## config.mk

```make
export PLATFORM = sky130hd
export DESIGN_NAME = bcd_run_ctrl
export DESIGN_NICKNAME = d
export VERILOG_FILES = /design/src/rtl/bcd_run_ctrl.sv
export SDC_FILE = /design/constraint.sdc
export NUM_CORES = 1
export LEC_CHECK = 0
export BUFFER_PORTS_ARGS = -buffer_cell sky130_fd_sc_hd__buf_2
export CORE_MARGIN = 2
export CORE_UTILIZATION = 57
export DETAILED_ROUTE_END_ITERATION = 10
export PLACE_DENSITY = 0.8
export RECOVER_POWER = 25
export SLEW_MARGIN = 40
export SYNTH_ARGS = -nofsm -noshare
export SYNTH_HDL_FRONTEND = slang
export SYNTH_SLANG_ARGS = --single-unit
```

## constraint.sdc

```tcl
create_clock -name clk -period 3.8 [get_ports clk]
set_input_delay 0.76 -clock clk [delete_from_list [all_inputs] [get_ports clk]]
set_output_delay 0.76 -clock clk [all_outputs]
set_load 0.05 [all_outputs]
```

## src/rtl/bcd_run_ctrl.sv

```systemverilog
// Run controller for a cascade of BCD digit counters: start/stop/clear command
// handling, a clock prescaler, carry chaining, target stop and free-run overflow.
module bcd_run_ctrl #(
  parameter int DIGITS   = 4,
  parameter int PRESCALE = 10,
  parameter int PS_W     = 16
) (
  input  logic                clk,
  input  logic                rst,
  input  logic                start,
  input  logic                stop,
  input  logic                clear,
  input  logic [4*DIGITS-1:0] target,
  output logic [4*DIGITS-1:0] count,
  output logic                tick,
  output logic                running,
  output logic                done,
  output logic                overflow
);

  localparam int CW = 4 * DIGITS;
  localparam logic [PS_W-1:0] PS_LAST = PS_W'(PRESCALE - 1);

  typedef enum logic [1:0] {IDLE, RUN, PAUSE, DONE} state_t;

  state_t          state, state_nx;
  logic [PS_W-1:0] ps, ps_nx;
  logic [CW-1:0]   count_nx, count_inc;
  logic            done_nx, ovf_nx;
  logic            carry;
  logic [3:0]      dig;

  assign tick = (state == RUN) && (ps == PS_LAST);

  // Ripple BCD increment; the carry out of the top digit means every digit was 9.
  always_comb begin
    count_inc = '0;
    carry     = 1'b1;
    dig       = '0;
    for (int i = 0; i < DIGITS; i++) begin
      dig = count[4*i +: 4];
      if (carry) begin
        if (dig == 4'd9) begin
          count_inc[4*i +: 4] = 4'd0;
        end else begin
          count_inc[4*i +: 4] = dig + 4'd1;
          carry = 1'b0;
        end
      end else begin
        count_inc[4*i +: 4] = dig;
      end
    end
  end

  always_comb begin
    state_nx = state;
    ps_nx    = ps;
    count_nx = count;
    done_nx  = 1'b0;
    ovf_nx   = 1'b0;
    if (clear) begin
      state_nx = IDLE;
      ps_nx    = '0;
      count_nx = '0;
    end else begin
      case (state)
        IDLE:  if (start && !stop) state_nx = RUN;
        RUN: begin
          if (tick) begin
            ps_nx    = '0;
            count_nx = count_inc;
            if ((target != '0) && (count_inc == target)) begin
              state_nx = DONE;
              done_nx  = 1'b1;
            end else if (carry) begin
              ovf_nx = 1'b1;
            end
          end else begin
            ps_nx = ps + PS_W'(1);
          end
          // A stop still lets this edge's tick land; reaching target takes precedence.
          if (stop && (state_nx == RUN)) state_nx = PAUSE;
        end
        PAUSE: if (start && !stop) state_nx = RUN;
        DONE:  state_nx = DONE;
        default: state_nx = IDLE;
      endcase
    end
  end

  always_ff @(posedge clk or negedge rst) begin
    if (!rst) begin
      state    <= IDLE;
      ps       <= '0;
      count    <= '0;
      running  <= 1'b0;
      done     <= 1'b0;
      overflow <= 1'b0;
    end else begin
      state    <= state_nx;
      ps       <= ps_nx;
      count    <= count_nx;
      running  <= (state_nx == RUN);
      done     <= done_nx;
      overflow <= ovf_nx;
    end
  end

endmodule

```

==> flow_summary_export.csv <==
group,metric,value,unit
clocking,cts-buffers-inserted,5,
sta,maxSlewViolCount,38,
synth,synth_seq_area_share,36.7,%
place,routabilityCongestion,0.899,
floorplan,fp-row-count,24,
sta,final_total_negative_setup_slack,0,ns
drt,avgRoutedWirePerCell,14.6,microns
sta,timing.clock.skew,0.00429,ns
run_status,violations,"capacitance limit, slew limit",
floorplan,die_area,4970,sq um
critical_path,worstPathCellList,"nand4bb_1 -> nor2_1 -> mux2i_1 -> xor2_1 -> or4b_2 -> or4_4 -> a311oi_2",
cells_and_area,layout_cells_sized_above_1,15.7,%
clocking,postCtsResizedCells,0,
power,power_density,253,nW/um^2
cells_and_area,antenna_cells,0,
clocking,post-cts-setup-buffers,0,
power,power_frac_clock,37.2,%
drt,initial_drc_count,147,
synth,postSynth.topFlopCell,"dfrtp_1",
min_path,worst_hold_path_type,"reg -> reg",
cells_and_area,layout.cells.most_common_list,"nor2_1 (43), buf_2 (39), dfrtp_1 (37)",
sta,grt_setup_unrepaired,"false",
clocking,cts_root_buffer,"clkbuf_8",
clocking,clock_insertion_delay_worst_skew,0.29,ns
cells_and_area,postLayoutCellArea,2840,sq um
power,combinationalPowerShare,7.7,%
synth,number_of_enable_flip_flop_cells_after_synthesis,0,
grt,first_global_vias,2118,
run_status,outcome,"finished with violations",
synth,synth_fp_nets,326,
clocking,ctsLongestPathBuffers,2,
drt,wirelength,5.66,mm
place,hpwlAfterDp,4.13,mm
synth,yosys_warnings,0,
cells_and_area,flow.area_growth_from_synthesis,12.8,%
critical_path,slowest_delay,0.60,ns
critical_path,setup.worst_path.end_class,"flip-flop",
grt,grt_first_pass_wirelength,9.69,mm
synth,synthesis.area_per_instance,8.49,sq um
floorplan,fp.dieW,70.5,microns
clocking,cts.clk_slew.worst_paths,0.07,ns
synth,synthCells,297,
synth,mappedNetlistArea,2520,sq um
place,port-buffer-count,40,
critical_path,worst-setup-path-type,"reg -> reg",
floorplan,chipHeight,70.5,microns
critical_path,slowest_stage,"or4b_2",
grt,grt_overflow_total,0,
cells_and_area,most_common_library_cell_in_the_layout_ignoring_fill_and_taps,"nor2_1",
drt,via_per_inst,5.88,
grt,grt_max_degree,38,
clocking,clock_sink_count,37,
sta,slew_headroom,-32.9,%
drt,drt_pass1_iterations,4,
sta,worst-slew-pin-transition,1.99,ns
power,seq_power_share,55.1,%
critical_path,worstPathRequired,4.00,ns
sta,max_freq,0.304,GHz
place,post_dp_cell_area,2770,sq um
floorplan,num_io_pins,41,
drt,drt.antenna.violating_nets,0,
drt,drc,0,
sta,final_count_of_negative_setup_slack_endpoints,0,
grt,antenna_found_initial,0,
floorplan,core,4290,sq um
power,power_report.internal_total,542,uW
critical_path,cp_data_arrival_time,3.49,ns
job,cap_violations,1,
critical_path,critPathLaunchType,"flip-flop",
power,power.share.switching,24.8,%
power,power.leakage,1.24,nW
power,netSwitchingPower,179,uW
floorplan,floorplan.initialDensity,58.7,%
critical_path,timing.critical_path.fanout_max,13,
clocking,cts_tree,"done",
cells_and_area,post_layout_nets,365,
synth,postSynth.asyncResetShare,100,%
synth,ys_types,46,
clocking,post_cts_hold_fix_bufs,0,
sta,min_period,3.29,ns
sta,timing.final.hold_violations,0,
synth,post_synthesis_register_bit_count,37,
grt,grt_usage,24.2,%
power,worst_ir_drop_on_vdd,154,uV
sta,period_utilisation_layout,86.6,%
clocking,h_tree_depth,2,
drt,num_vias,2287,
-- critical path: cells and delay by family, from the launching register on --
kind	cells	cell delay, ns
AOI/OAI and AO/OA	1	0.27
and+or+nand+nor	4	1.96
DFF	1	0.50
muxes	1	0.26
xor gates and xnor gates	1	0.21
-- logic make-up after synthesis --
| family | share of synthesized area, % |
|---|---|
| xor+xnor | 11.5 |
| buf+inv | 3.77 |
| compound gates | 12.0 |
| mux | 3.18 |
| flops | 36.7 |
| fa+ha+maj | 3.97 |
| simple gates | 28.9 |
-- area by class of cell --
class                   instances  area [sq um]
multi-input cells             236          1500
flip-flops and latches         37           926
clock buffers                   6          72.6
repair buffers                 43           221
fillers                       377          1450
clock inverters                 2          10.0
well taps                      52          65.1
inverters                      13          48.8
-- through the flow --
| stage | utilization, % | std cells | hold WS (ns) | setup WS [ns] | total power [mW] |
|---|---|---|---|---|---|
| after floorplan | - | 297 | 0.464 | 0.562 | 0.431 |
| after global placement | 64.3 | 381 | 0.532 | 0.629 | 0.460 |
| after detailed placement | 64.4 | 381 | 0.555 | 0.587 | 0.461 |
| after CTS | 66.3 | 389 | 0.445 | 0.549 | 0.729 |
| after global routing | 66.2 | 389 | 0.600 | 0.357 | 0.751 |
| final | 66.2 | 389 | 0.573 | 0.510 | 0.720 |
-- cells in the mapped netlist (2+ instances only) --
master	count	area (sq um)
and3_1	4	25.0
or4_1	3	22.5
nor4bb_1	2	20.0
nand3b_1	5	37.5
o21ai_1	2	10.0
mux2i_1	8	80.1
nand3_1	12	60.1
buf_2	4	20.0
xor2_1	16	140
ha_1	8	100
o21ai_0	8	40.0
a21oi_1	20	100
nand2b_1	4	25.0
inv_1	13	48.8
and3b_1	3	26.3
o211ai_1	3	22.5
nor4_1	11	68.8
nor3_1	12	60.1
or3_1	6	37.5
a31oi_1	4	25.0
nand4_1	5	31.3
xnor2_1	17	149
nor2_1	43	161
dfrtp_1	37	926
clkbuf_1	7	26.3
nand2_1	20	75.1
-- worst paths after layout --
kind	end	from	depth (start not counted)	slack, ns
max	state[0]	count[1]	7	0.51
min	ps[10]	ps[10]	2	0.57
max reg2reg	state[0]	count[1]	7	0.51
min reg2reg	ps[10]	ps[10]	2	0.57
max in group asynchronous	overflow	rst	1	1.63
min in group asynchronous	count[2]	rst	1	1.03
-- layer usage --
| layer | global-route usage [%] | share of wire, % | vias to the layer above |
|---|---|---|---|
| met3 | 3.17 | 3.8 | 9 |
| li1 | - | - | 1137 |
| met1 | 31.7 | 43 | 1078 |
| met2 | 41.2 | 51 | 63 |
| met4 | 8.55 | 1.6 | 0 |
| met5 | 0 | 0 | - |
-- flip-flops by register name, indices dropped and copies added, names as in the netlist --
name	flops
overflow	1
state	2
done	1
ps	16
count	16
running	1
-- power by group through the flow --
stage / clock (mW) / combinational [mW] / sequential (mW)
final: 0.268 / 0.0555 / 0.397
after global placement: 0 / 0.0557 / 0.404
after floorplan: 0 / 0.0246 / 0.406
after global routing: 0.292 / 0.0627 / 0.397
after CTS: 0.275 / 0.0572 / 0.396
after detailed placement: 0 / 0.0568 / 0.404
(Power assumes the default switching activity.)
